$ cat config.mk
export PLATFORM = sky130hd
export DESIGN_NAME = multiply_divide_unit_flat
export DESIGN_NICKNAME = d
export VERILOG_FILES = /design/src/rtl/multiply_divide_unit_if.sv /design/src/rtl/multiply_divide_unit.sv /design/src/flat_wrapper.sv
export SDC_FILE = /design/constraint.sdc
export NUM_CORES = 1
export LEC_CHECK = 0
export BUFFER_PORTS_ARGS = -buffer_cell sky130_fd_sc_hd__clkbuf_2
export CELL_PAD_IN_SITES_DETAIL_PLACEMENT = 0
export CELL_PAD_IN_SITES_GLOBAL_PLACEMENT = 2
export CORE_MARGIN = 1.5
export CORE_UTILIZATION = 34
export CTS_BUF_LIST = sky130_fd_sc_hd__clkbuf_2
export DETAILED_ROUTE_END_ITERATION = 16
export PLACE_DENSITY_LB_ADDON = 0.1
export SYNTH_ARGS = -nofsm -noshare
export SYNTH_HDL_FRONTEND = slang
export SYNTH_SLANG_ARGS = --single-unit
$ cat constraint.sdc
create_clock -name clock -period 7.3 [get_ports clock]
set_input_delay 1.825 -clock clock [delete_from_list [all_inputs] [get_ports clock]]
set_output_delay 1.825 -clock clock [all_outputs]
set_load 0.01 [all_outputs]
$ cat src/rtl/multiply_divide_unit_if.sv
// Request/result bundle between the execute stage and the multiply/divide unit.
// The master side drives requests; the slave side (the unit) returns status and HI/LO.
interface multiply_divide_unit_if #(
  parameter int WIDTH = 32
);
  logic             start;
  logic [2:0]       operator;
  logic [WIDTH-1:0] operand1;
  logic [WIDTH-1:0] operand2;
  logic             flush;
  logic             busy;
  logic             done;
  logic [WIDTH-1:0] hi;
  logic [WIDTH-1:0] lo;

  modport master (
    output start, operator, operand1, operand2, flush,
    input  busy, done, hi, lo
  );

  modport slave (
    input  start, operator, operand1, operand2, flush,
    output busy, done, hi, lo
  );
endinterface

$ cat src/rtl/multiply_divide_unit.sv
// Iterative MIPS MULT/MULTU/DIV/DIVU unit with MTHI/MTLO, owning the HI/LO pair.
// Define MULTIPLY_DIVIDE_UNIT_FAST_MULTIPLY_EN for a single-cycle multiply path.
//
// state  | meaning
// IDLE   | waiting; accepts MULT/DIV (-> RUN) or MTHI/MTLO (direct write)
// RUN    | one shift-add or restoring-divide step per cycle, counter down to 0
// FINISH | sign correction and HI/LO write, unless flushed
module multiply_divide_unit #(
  parameter int WIDTH = 32
) (
  input  logic                  clock,
  input  logic                  reset,
  multiply_divide_unit_if.slave bus
);

  localparam int CW = $clog2(WIDTH + 1);

  localparam logic [2:0] OP_MULT  = 3'd1;
  localparam logic [2:0] OP_MULTU = 3'd2;
  localparam logic [2:0] OP_DIV   = 3'd3;
  localparam logic [2:0] OP_DIVU  = 3'd4;
  localparam logic [2:0] OP_MTHI  = 3'd5;
  localparam logic [2:0] OP_MTLO  = 3'd6;

  typedef enum logic [1:0] {
    S_IDLE,
    S_RUN,
    S_FINISH
  } state_t;

  state_t state, state_next;

  logic [2*WIDTH-1:0] acc;
  logic [WIDTH-1:0]   operand_b;
  logic [WIDTH-1:0]   dividend_raw;
  logic [WIDTH-1:0]   hi_q, lo_q;
  logic [CW-1:0]      count;
  logic               is_div, res_neg, rem_neg, div_zero, done_q;

  logic               is_md, is_signed, op_div, idle_take;
  logic               op1_neg, op2_neg;
  logic [WIDTH-1:0]   mag1, mag2;

  always_comb begin
    is_md     = 1'b0;
    is_signed = 1'b0;
    op_div    = 1'b0;
    case (bus.operator)
      OP_MULT:  begin is_md = 1'b1; is_signed = 1'b1; end
      OP_MULTU: begin is_md = 1'b1; end
      OP_DIV:   begin is_md = 1'b1; is_signed = 1'b1; op_div = 1'b1; end
      OP_DIVU:  begin is_md = 1'b1; op_div = 1'b1; end
      default:  ;
    endcase
  end

  // flush beats start in IDLE, including the MTHI/MTLO writes
  assign idle_take = (state == S_IDLE) && bus.start && !bus.flush;

  assign op1_neg = is_signed & bus.operand1[WIDTH-1];
  assign op2_neg = is_signed & bus.operand2[WIDTH-1];
  assign mag1    = op1_neg ? -bus.operand1 : bus.operand1;
  assign mag2    = op2_neg ? -bus.operand2 : bus.operand2;

`ifdef MULTIPLY_DIVIDE_UNIT_FAST_MULTIPLY_EN
  logic [2*WIDTH-1:0] fast_product;
  assign fast_product = {{WIDTH{1'b0}}, mag1} * {{WIDTH{1'b0}}, mag2};
`endif

  always_ff @(posedge clock or posedge reset) begin
    if (reset) state <= S_IDLE;
    else       state <= state_next;
  end

  always_comb begin
    state_next = state;
    case (state)
      S_IDLE: begin
        if (idle_take && is_md) begin
`ifdef MULTIPLY_DIVIDE_UNIT_FAST_MULTIPLY_EN
          state_next = op_div ? S_RUN : S_FINISH;
`else
          state_next = S_RUN;
`endif
        end
      end
      S_RUN: begin
        if (bus.flush)              state_next = S_IDLE;
        else if (count == CW'(1))   state_next = S_FINISH;
      end
      S_FINISH: state_next = S_IDLE;
      default:  state_next = S_IDLE;
    endcase
  end

  // Multiply: {hi-half + mcand, lo-half} shifted right one bit per step.
  logic [WIDTH:0]     mul_sum;
  logic [2*WIDTH-1:0] mul_next;
  assign mul_sum  = {1'b0, acc[2*WIDTH-1:WIDTH]} + (acc[0] ? {1'b0, operand_b} : '0);
  assign mul_next = {mul_sum, acc[WIDTH-1:1]};

  // Divide: acc holds remainder:quotient; a negative trial difference restores.
  logic [WIDTH:0]     div_shift, div_diff;
  logic [2*WIDTH-1:0] div_next;
  assign div_shift = acc[2*WIDTH-1:WIDTH-1];
  assign div_diff  = div_shift - {1'b0, operand_b};
  assign div_next  = div_diff[WIDTH] ? {div_shift[WIDTH-1:0], acc[WIDTH-2:0], 1'b0}
                                     : {div_diff[WIDTH-1:0],  acc[WIDTH-2:0], 1'b1};

  logic [2*WIDTH-1:0] prod_fix;
  logic [WIDTH-1:0]   quo, rem, fin_hi, fin_lo;

  always_comb begin
    prod_fix = res_neg ? -acc : acc;
    quo      = acc[WIDTH-1:0];
    rem      = acc[2*WIDTH-1:WIDTH];
    fin_hi   = prod_fix[2*WIDTH-1:WIDTH];
    fin_lo   = prod_fix[WIDTH-1:0];
    if (is_div) begin
      if (div_zero) begin
        fin_hi = dividend_raw;
        fin_lo = '1;
      end else begin
        fin_hi = rem_neg ? -rem : rem;
        fin_lo = res_neg ? -quo : quo;
      end
    end
  end

  always_ff @(posedge clock or posedge reset) begin
    if (reset) begin
      acc          <= '0;
      operand_b    <= '0;
      dividend_raw <= '0;
      hi_q         <= '0;
      lo_q         <= '0;
      count        <= '0;
      is_div       <= 1'b0;
      res_neg      <= 1'b0;
      rem_neg      <= 1'b0;
      div_zero     <= 1'b0;
      done_q       <= 1'b0;
    end else begin
      done_q <= 1'b0;
      case (state)
        S_IDLE: begin
          if (idle_take && is_md) begin
            is_div       <= op_div;
            res_neg      <= op1_neg ^ op2_neg;
            rem_neg      <= op1_neg;
            div_zero     <= (bus.operand2 == '0);
            dividend_raw <= bus.operand1;
            operand_b    <= op_div ? mag2 : mag1;
            acc          <= {{WIDTH{1'b0}}, (op_div ? mag1 : mag2)};
            count        <= CW'(WIDTH);
`ifdef MULTIPLY_DIVIDE_UNIT_FAST_MULTIPLY_EN
            if (!op_div) begin
              acc   <= fast_product;
              count <= '0;
            end
`endif
          end else if (idle_take && bus.operator == OP_MTHI) begin
            hi_q <= bus.operand1;
          end else if (idle_take && bus.operator == OP_MTLO) begin
            lo_q <= bus.operand1;
          end
        end
        S_RUN: begin
          acc   <= is_div ? div_next : mul_next;
          count <= bus.flush ? '0 : count - 1'b1;
        end
        S_FINISH: begin
          if (!bus.flush) begin
            hi_q   <= fin_hi;
            lo_q   <= fin_lo;
            done_q <= 1'b1;
          end
        end
        default: ;
      endcase
    end
  end

  assign bus.busy = (state != S_IDLE);
  assign bus.done = done_q;
  assign bus.hi   = hi_q;
  assign bus.lo   = lo_q;

endmodule
$ cat src/flat_wrapper.sv
// flat-port wrapper written by rule: the top's interface ports become plain ports
module multiply_divide_unit_flat 
#(
  parameter int WIDTH = 32
)
  (clock, reset, bus_start, bus_operator, bus_operand1, bus_operand2, bus_flush, bus_busy, bus_done, bus_hi, bus_lo);
  multiply_divide_unit_if #(.WIDTH(WIDTH)) bus_i ();
  input  logic clock;
  input  logic reset;
  input wire logic [$bits(bus_i.start)-1:0] bus_start;
  input wire logic [$bits(bus_i.operator)-1:0] bus_operator;
  input wire logic [$bits(bus_i.operand1)-1:0] bus_operand1;
  input wire logic [$bits(bus_i.operand2)-1:0] bus_operand2;
  input wire logic [$bits(bus_i.flush)-1:0] bus_flush;
  output wire logic [$bits(bus_i.busy)-1:0] bus_busy;
  output wire logic [$bits(bus_i.done)-1:0] bus_done;
  output wire logic [$bits(bus_i.hi)-1:0] bus_hi;
  output wire logic [$bits(bus_i.lo)-1:0] bus_lo;
  assign bus_i.start = bus_start;
  assign bus_i.operator = bus_operator;
  assign bus_i.operand1 = bus_operand1;
  assign bus_i.operand2 = bus_operand2;
  assign bus_i.flush = bus_flush;
  assign bus_busy = bus_i.busy;
  assign bus_done = bus_i.done;
  assign bus_hi = bus_i.hi;
  assign bus_lo = bus_i.lo;
  multiply_divide_unit #(.WIDTH(WIDTH)) u_core (.clock(clock), .reset(reset), .bus(bus_i));
endmodule
Word level (Yosys, flattened, before mapping)
Index checks and enable logic that the tools add are counted.

Register bits: 205. Bits of input ports: 71. Output and inout bits: 66.

Add/subtract/negate cells: 8. Equal/unequal tests: 16. Muxes and demuxes: 37. Bitwise logic cells: 3. Reduce and logical (&&, ||, !) cells: 19.

Operator list (count): 32-bit 2-to-1 mux (18); 64-bit 2-to-1 mux (4); 32-bit negator (4); 32-bit one-hot mux with 2 select lines (2); 64-bit one-hot mux with 2 select lines (1); 64-bit negator (1); 32-bit by 33-bit adder with 33-bit output (1); 33-bit by 32-bit subtractor with 33-bit output (1); 32-bit logical NOT (1); 6-bit 2-to-1 mux (2); 2-bit != test (second input constant) (6); 6-bit one-hot mux with 2 select lines (1); 3-bit equality test (second input constant) (3); 3-bit by 2-bit equality test with 1-bit output (second input constant) (2); 6-bit by 1-bit equality test with 1-bit output (second input constant) (1); 2-bit 2-to-1 mux (3); 2-bit AND reduction (3); 2-bit nonzero test (3); 6-bit by 1-bit subtractor with 6-bit output (second input constant) (1); 1-bit logical AND (5); 1-bit 2-to-1 mux (5); 5-bit AND reduction (1); 2-bit one-hot mux with 2 select lines (1); 4-bit AND reduction (1); other kinds (10) (12).

Longest topological paths before layout
Depth in word-level cells: 8. Depth in mapped cells: 16.

Least setup slack after synthesis
Ideal clock, no wire load.

Path kind: input -> register. From: input port bus_operand2[16]. To: register u_core.acc[31]. Library setup time: 0.104 ns. Arrival: 4.313 ns. Required time: 7.196 ns. Slack: 2.884 ns. Stages: 10. Buffers on the path: 0. Path through: or4_4 > or4_1 > or3_1 > or3b_1 > or2_1 > o21ai_0 > nand2_1 > nor2_1 > a31oi_1 > a221oi_1.

Cells in the longest elaborated chain, start to end: 5.

RTL lines: start, declared (RTL line flat_wrapper.sv:13) `input wire logic [$bits(bus_i.operand2)-1:0] bus_operand2;`; 32-bit negator (RTL line multiply_divide_unit.sv:63) `assign mag2 = op2_neg ? -bus.operand2 : bus.operand2;`; 32-bit 2-to-1 mux (RTL line multiply_divide_unit.sv:63); 32-bit 2-to-1 mux (RTL line multiply_divide_unit.sv:154) `acc <= {{WIDTH{1'b0}}, (op_div ? mag1 : mag2)};`; 64-bit 2-to-1 mux (RTL line multiply_divide_unit.sv:147) `if (idle_take && is_md) begin`; 64-bit one-hot mux with 2 select lines (RTL line multiply_divide_unit.sv:145) `case (state)`; end signal, assigned (RTL line multiply_divide_unit.sv:154); end signal, assigned (RTL line multiply_divide_unit.sv:169) `acc <= is_div ? div_next : mul_next;`; end, declared (RTL line multiply_divide_unit.sv:33) `logic [2*WIDTH-1:0] acc;`.

Every way passes these cells. The select of a mux whose other input is x is not followed. A chain may end at the register's enable or synchronous reset.

Worst setup path after layout
From: register u_core.acc[32]. To: register u_core.acc[62].

Cells in the longest elaborated chain, start to end: 4.

RTL lines: 33-bit by 32-bit subtractor with 33-bit output (RTL line multiply_divide_unit.sv:106) `assign div_diff = div_shift - {1'b0, operand_b};`; 64-bit 2-to-1 mux (RTL line multiply_divide_unit.sv:107) `assign div_next = div_diff[WIDTH] ? {div_shift[WIDTH-1:0], acc[WIDTH-2:0], 1'b0}`; 64-bit 2-to-1 mux * (RTL line multiply_divide_unit.sv:169); 64-bit one-hot mux with 2 select lines * (RTL line multiply_divide_unit.sv:145).

Every way passes the cells marked *; elsewhere a longest branch is shown, timed or not.

==> impl_metrics.env <==
export IMPL_drtIter0Drc=1344
export IMPL_cts_sinks=205
export IMPL_die_w_um=225
export IMPL_synthArstFlopShare=1.00
export IMPL_gp_congestion=0.890
export IMPL_slowest_stage="xnor2_2"
export IMPL_remaining_drc_errors=0
export IMPL_ant_nets=0
export IMPL_vias=17150
export IMPL_drive_gt1_frac=0.127
export IMPL_cap_violations=0
export IMPL_grt_pass1_wl_um=108000
export IMPL_r2r_end="u_core.acc[62]"
export IMPL_syn_to_final_growth_pct=10.0
export IMPL_h_tree_depth=3
export IMPL_path_max_fanout=31
export IMPL_fp_row_count=81
export IMPL_timing_final_max_slew_violations=0
export IMPL_cts_root_buf="clkbuf_2"
export IMPL_cts_tree="built"
export IMPL_rr_startpoint="u_core.acc[32]"
export IMPL_finalHoldViolations=0
export IMPL_tns_ns=0
export IMPL_max_stage_delay_ns=0.75
export IMPL_critPathArrivalTime_ns=5.66
export IMPL_synth_xor_area_frac=0.0932
export IMPL_fmax_mhz=211
export IMPL_ctsLongestPathBuffers=3
export IMPL_num_io_pins=137
export IMPL_synthCells=2172
export IMPL_ys_seq_area_frac=0.305
export IMPL_ys_top_cells_by_area="dfrtp_1 (30%), nand2_1 (6.6%), o21ai_0 (6.1%), xnor2_1 (5.6%), ha_1 (5.2%)"
export IMPL_cp_num_buf_inv=2
export IMPL_worst_setup_path_start_kind="register"
export IMPL_vias_per_cell=5.82
export IMPL_antenna_found_initial=3
export IMPL_synth_top_cell_area_share=0.305
export IMPL_total_leakage_power_nw=8.09
export IMPL_final_cells=2947
export IMPL_grt_max_degree=104
export IMPL_min_from="u_core.dividend_raw[11]"
export IMPL_path_delay_family="compound AO/OA/AOI/OAI gates"
export IMPL_dp_hpwl_um=53900
export IMPL_path_cells="inv_1, fa_1, nor2b_1, o31ai_1, a21oi_1, a31o_2, a41oi_1, xnor2_2, buf_4, nand4_1, a21oi_1, a221o_1"
export IMPL_wl_um=72700
export IMPL_dp_cells=2839
export IMPL_yosys_register_bits=205
export IMPL_hold_end="u_core.dividend_raw[11]"
export IMPL_nets=2387
export IMPL_synth_simple_area_share=0.193
export IMPL_synth_avg_cell_area_sq_um=7.75
export IMPL_grt_pass1_vias=16523
export IMPL_synth_ff_type="dfrtp_1"
export IMPL_synth_mux_area_fraction=0.0316
export IMPL_die_y_um=225
export IMPL_r2r_slack_ns=2.56
export IMPL_slew_headroom=0.231
export IMPL_synth_nets=2315
export IMPL_status="finished, final reports clean"
export IMPL_powerDensity_mw_per_mm2=410
export IMPL_rr_worst_depth=12
export IMPL_clkTransAtPathRegs_ns=0.08
export IMPL_ir_drop_uv=220
export IMPL_end_kind="register"
export IMPL_report_final_setup_viol=0
export IMPL_overflow=0
export IMPL_ys_warn_count=0
export IMPL_grt_usage=0.285
export IMPL_synth_compound_gate_area_share=0.270
export IMPL_rsz0062_at_grt="false"
export IMPL_cts_setup_buffers=0
export IMPL_synthAdderAreaFrac=0.0544
export IMPL_worst_pin_slew_ns=1.15
export IMPL_min_delay_path_class="reg -> reg"
export IMPL_netlist_cell_type_count=71
export IMPL_cts_resized=0
export IMPL_first_pass_iters=6
export IMPL_cp_startpoint="u_core.acc[32]"
export IMPL_min_period_ns=4.74
export IMPL_numCtsBuffers=67
export IMPL_worstHoldPathCells=2
export IMPL_critPathRequiredTime_ns=8.23
export IMPL_core_area_sq_mm=0.0488
export IMPL_synth_area_sq_mm=0.0168
export IMPL_cp_common_cell="a21oi_1"
export IMPL_criticalPathCategory="reg -> reg"
export IMPL_clock_latency_ns=1.01
export IMPL_finalCritPeriodShare=0.649
export IMPL_hold_buffers=0
export IMPL_yosysTopAreaCell="dfrtp_1"
export IMPL_synth_edf_count=0
export IMPL_initial_core_util=0.344
export IMPL_cp_num_cells=12
export IMPL_wl_per_cell_um=24.7
export IMPL_die_area_sq_mm=0.0508
export IMPL_synth_top_family_by_area="compound AO/OA/AOI/OAI gates"
export IMPL_skew_ns=0.0688
export IMPL_io_buffers=136
through the flow:
step / power (W) / utilization / hold slack (ns) / cell area [sq um] / worst slack (ns)
final: 0.00759 / 0.379 / 0.479 / 18500 / 2.56
after detailed placement: 0.00666 / 0.368 / 0.459 / 18000 / 2.38
after global placement: 0.00665 / 0.368 / 0.458 / 18000 / 2.39
after global routing: 0.00820 / 0.379 / 0.501 / 18500 / 2.29
after floorplan: 0.00514 / - / 0.440 / 16800 / 2.82
after CTS: 0.00760 / 0.379 / 0.483 / 18500 / 2.55
kinds of logic after synthesis:
| logic type | count (synthesis) |
|---|---|
| AND/OR/NAND/NOR | 714 |
| XOR/XNOR | 179 |
| multiplexers | 53 |
| buffers and inverters | 229 |
| adder cells (fa/ha/maj) | 72 |
| flip-flops | 205 |
| AO/OA/AOI/OAI | 720 |
synth_stat cells, types with 6 or more instances:
cell type  instances
nor4_1            11
o41ai_1           13
a211oi_1          57
o221ai_1          27
a22oi_1           25
dfrtp_1          205
a31oi_1           29
o211ai_1          41
nor2_1           179
nand3_1           25
o31ai_1           27
a221oi_1          10
a21o_1            28
o22ai_1           49
or3_1             37
xor2_1            72
clkbuf_1         136
or2_2              6
buf_1             15
mux2i_1           52
nand2b_1          20
nor3_1            52
nand2_1          297
o21bai_1           6
or4_1             15
xnor2_1          107
ha_1              70
buf_2              6
nor2b_1           19
o21ai_0          204
o21a_1            10
a21oi_1          148
and2_1             8
nand4_1           12
a221o_1            8
and3_1            12
o21ai_1            8
inv_1             69
worst max path at each step:
| stage | end | slack, ns |
|---|---|---|
| 2_1_floorplan | u_core.acc[0] | 2.82 |
| 3_3_place_gp | u_core.acc[28] | 2.39 |
| 3_5_place_dp | u_core.acc[28] | 2.38 |
| 4_1_cts | u_core.acc[62] | 2.55 |
| 5_1_grt | u_core.acc[62] | 2.29 |
| 6_report | u_core.acc[62] | 2.56 |
report_power, final:
group | switching [W] | internal [W] | leakage, nW
clock network | 0.000576 | 0.000324 | 0.403
logic | 0.00269 | 0.00174 | 5.15
registers | 0.000714 | 0.00155 | 2.54
total | 0.00398 | 0.00362 | 8.09
tightest hold or removal path: cells and delay by family, from the launching register on:
family | cells | cell delay (ns)
flip-flops | 1 | 0.35
AND/OR/NAND/NOR | 2 | 0.10
placed cells by master (no fill, tap or decap), types with 27 or more instances in the layout:
master and n:
a211oi_1 57, dfrtp_1 203, nor3_1 52, mux2i_1 52, nor2_1 178, xnor2_1 106, o211ai_1 41, o21ai_0 204
a21oi_1 148, inv_1 68, nand2_1 296, o221ai_1 27, or3_1 37, a21o_1 28, a31oi_1 29, xor2_1 72
o22ai_1 49, ha_1 70, o31ai_1 27, clkbuf_2 225
area by class of cell:
cell class	instances	area, sq um
Antenna cell	4	10.0
Clock buffer	89	445
Clock inverter	15	58.8
Fill cell	5292	30300
Inverter	70	267
Multi-Input combinational cell	1738	10900
Sequential cell	205	5130
Tap cell	664	831
Timing Repair Buffer	162	888
registers in the layout, summed over array words and instances, names as in the netlist, 2 cells and up:
signal and count:
u_core.count 6, u_core.bus.hi 32, u_core.dividend_raw 32, u_core.operand_b 32, u_core.state 2, u_core.bus.lo 32
u_core.acc 64
routing by layer:
layer	global-route usage	wire length [um]	vias up	share of wire
met4	0.102	2520	0	0.035
met5	0	0	-	0
met3	0.0465	3520	123	0.048
li1	-	-	8038	-
met2	0.465	34200	538	0.47
met1	0.380	32500	8451	0.45
Power figures use the tool's default switching activity.
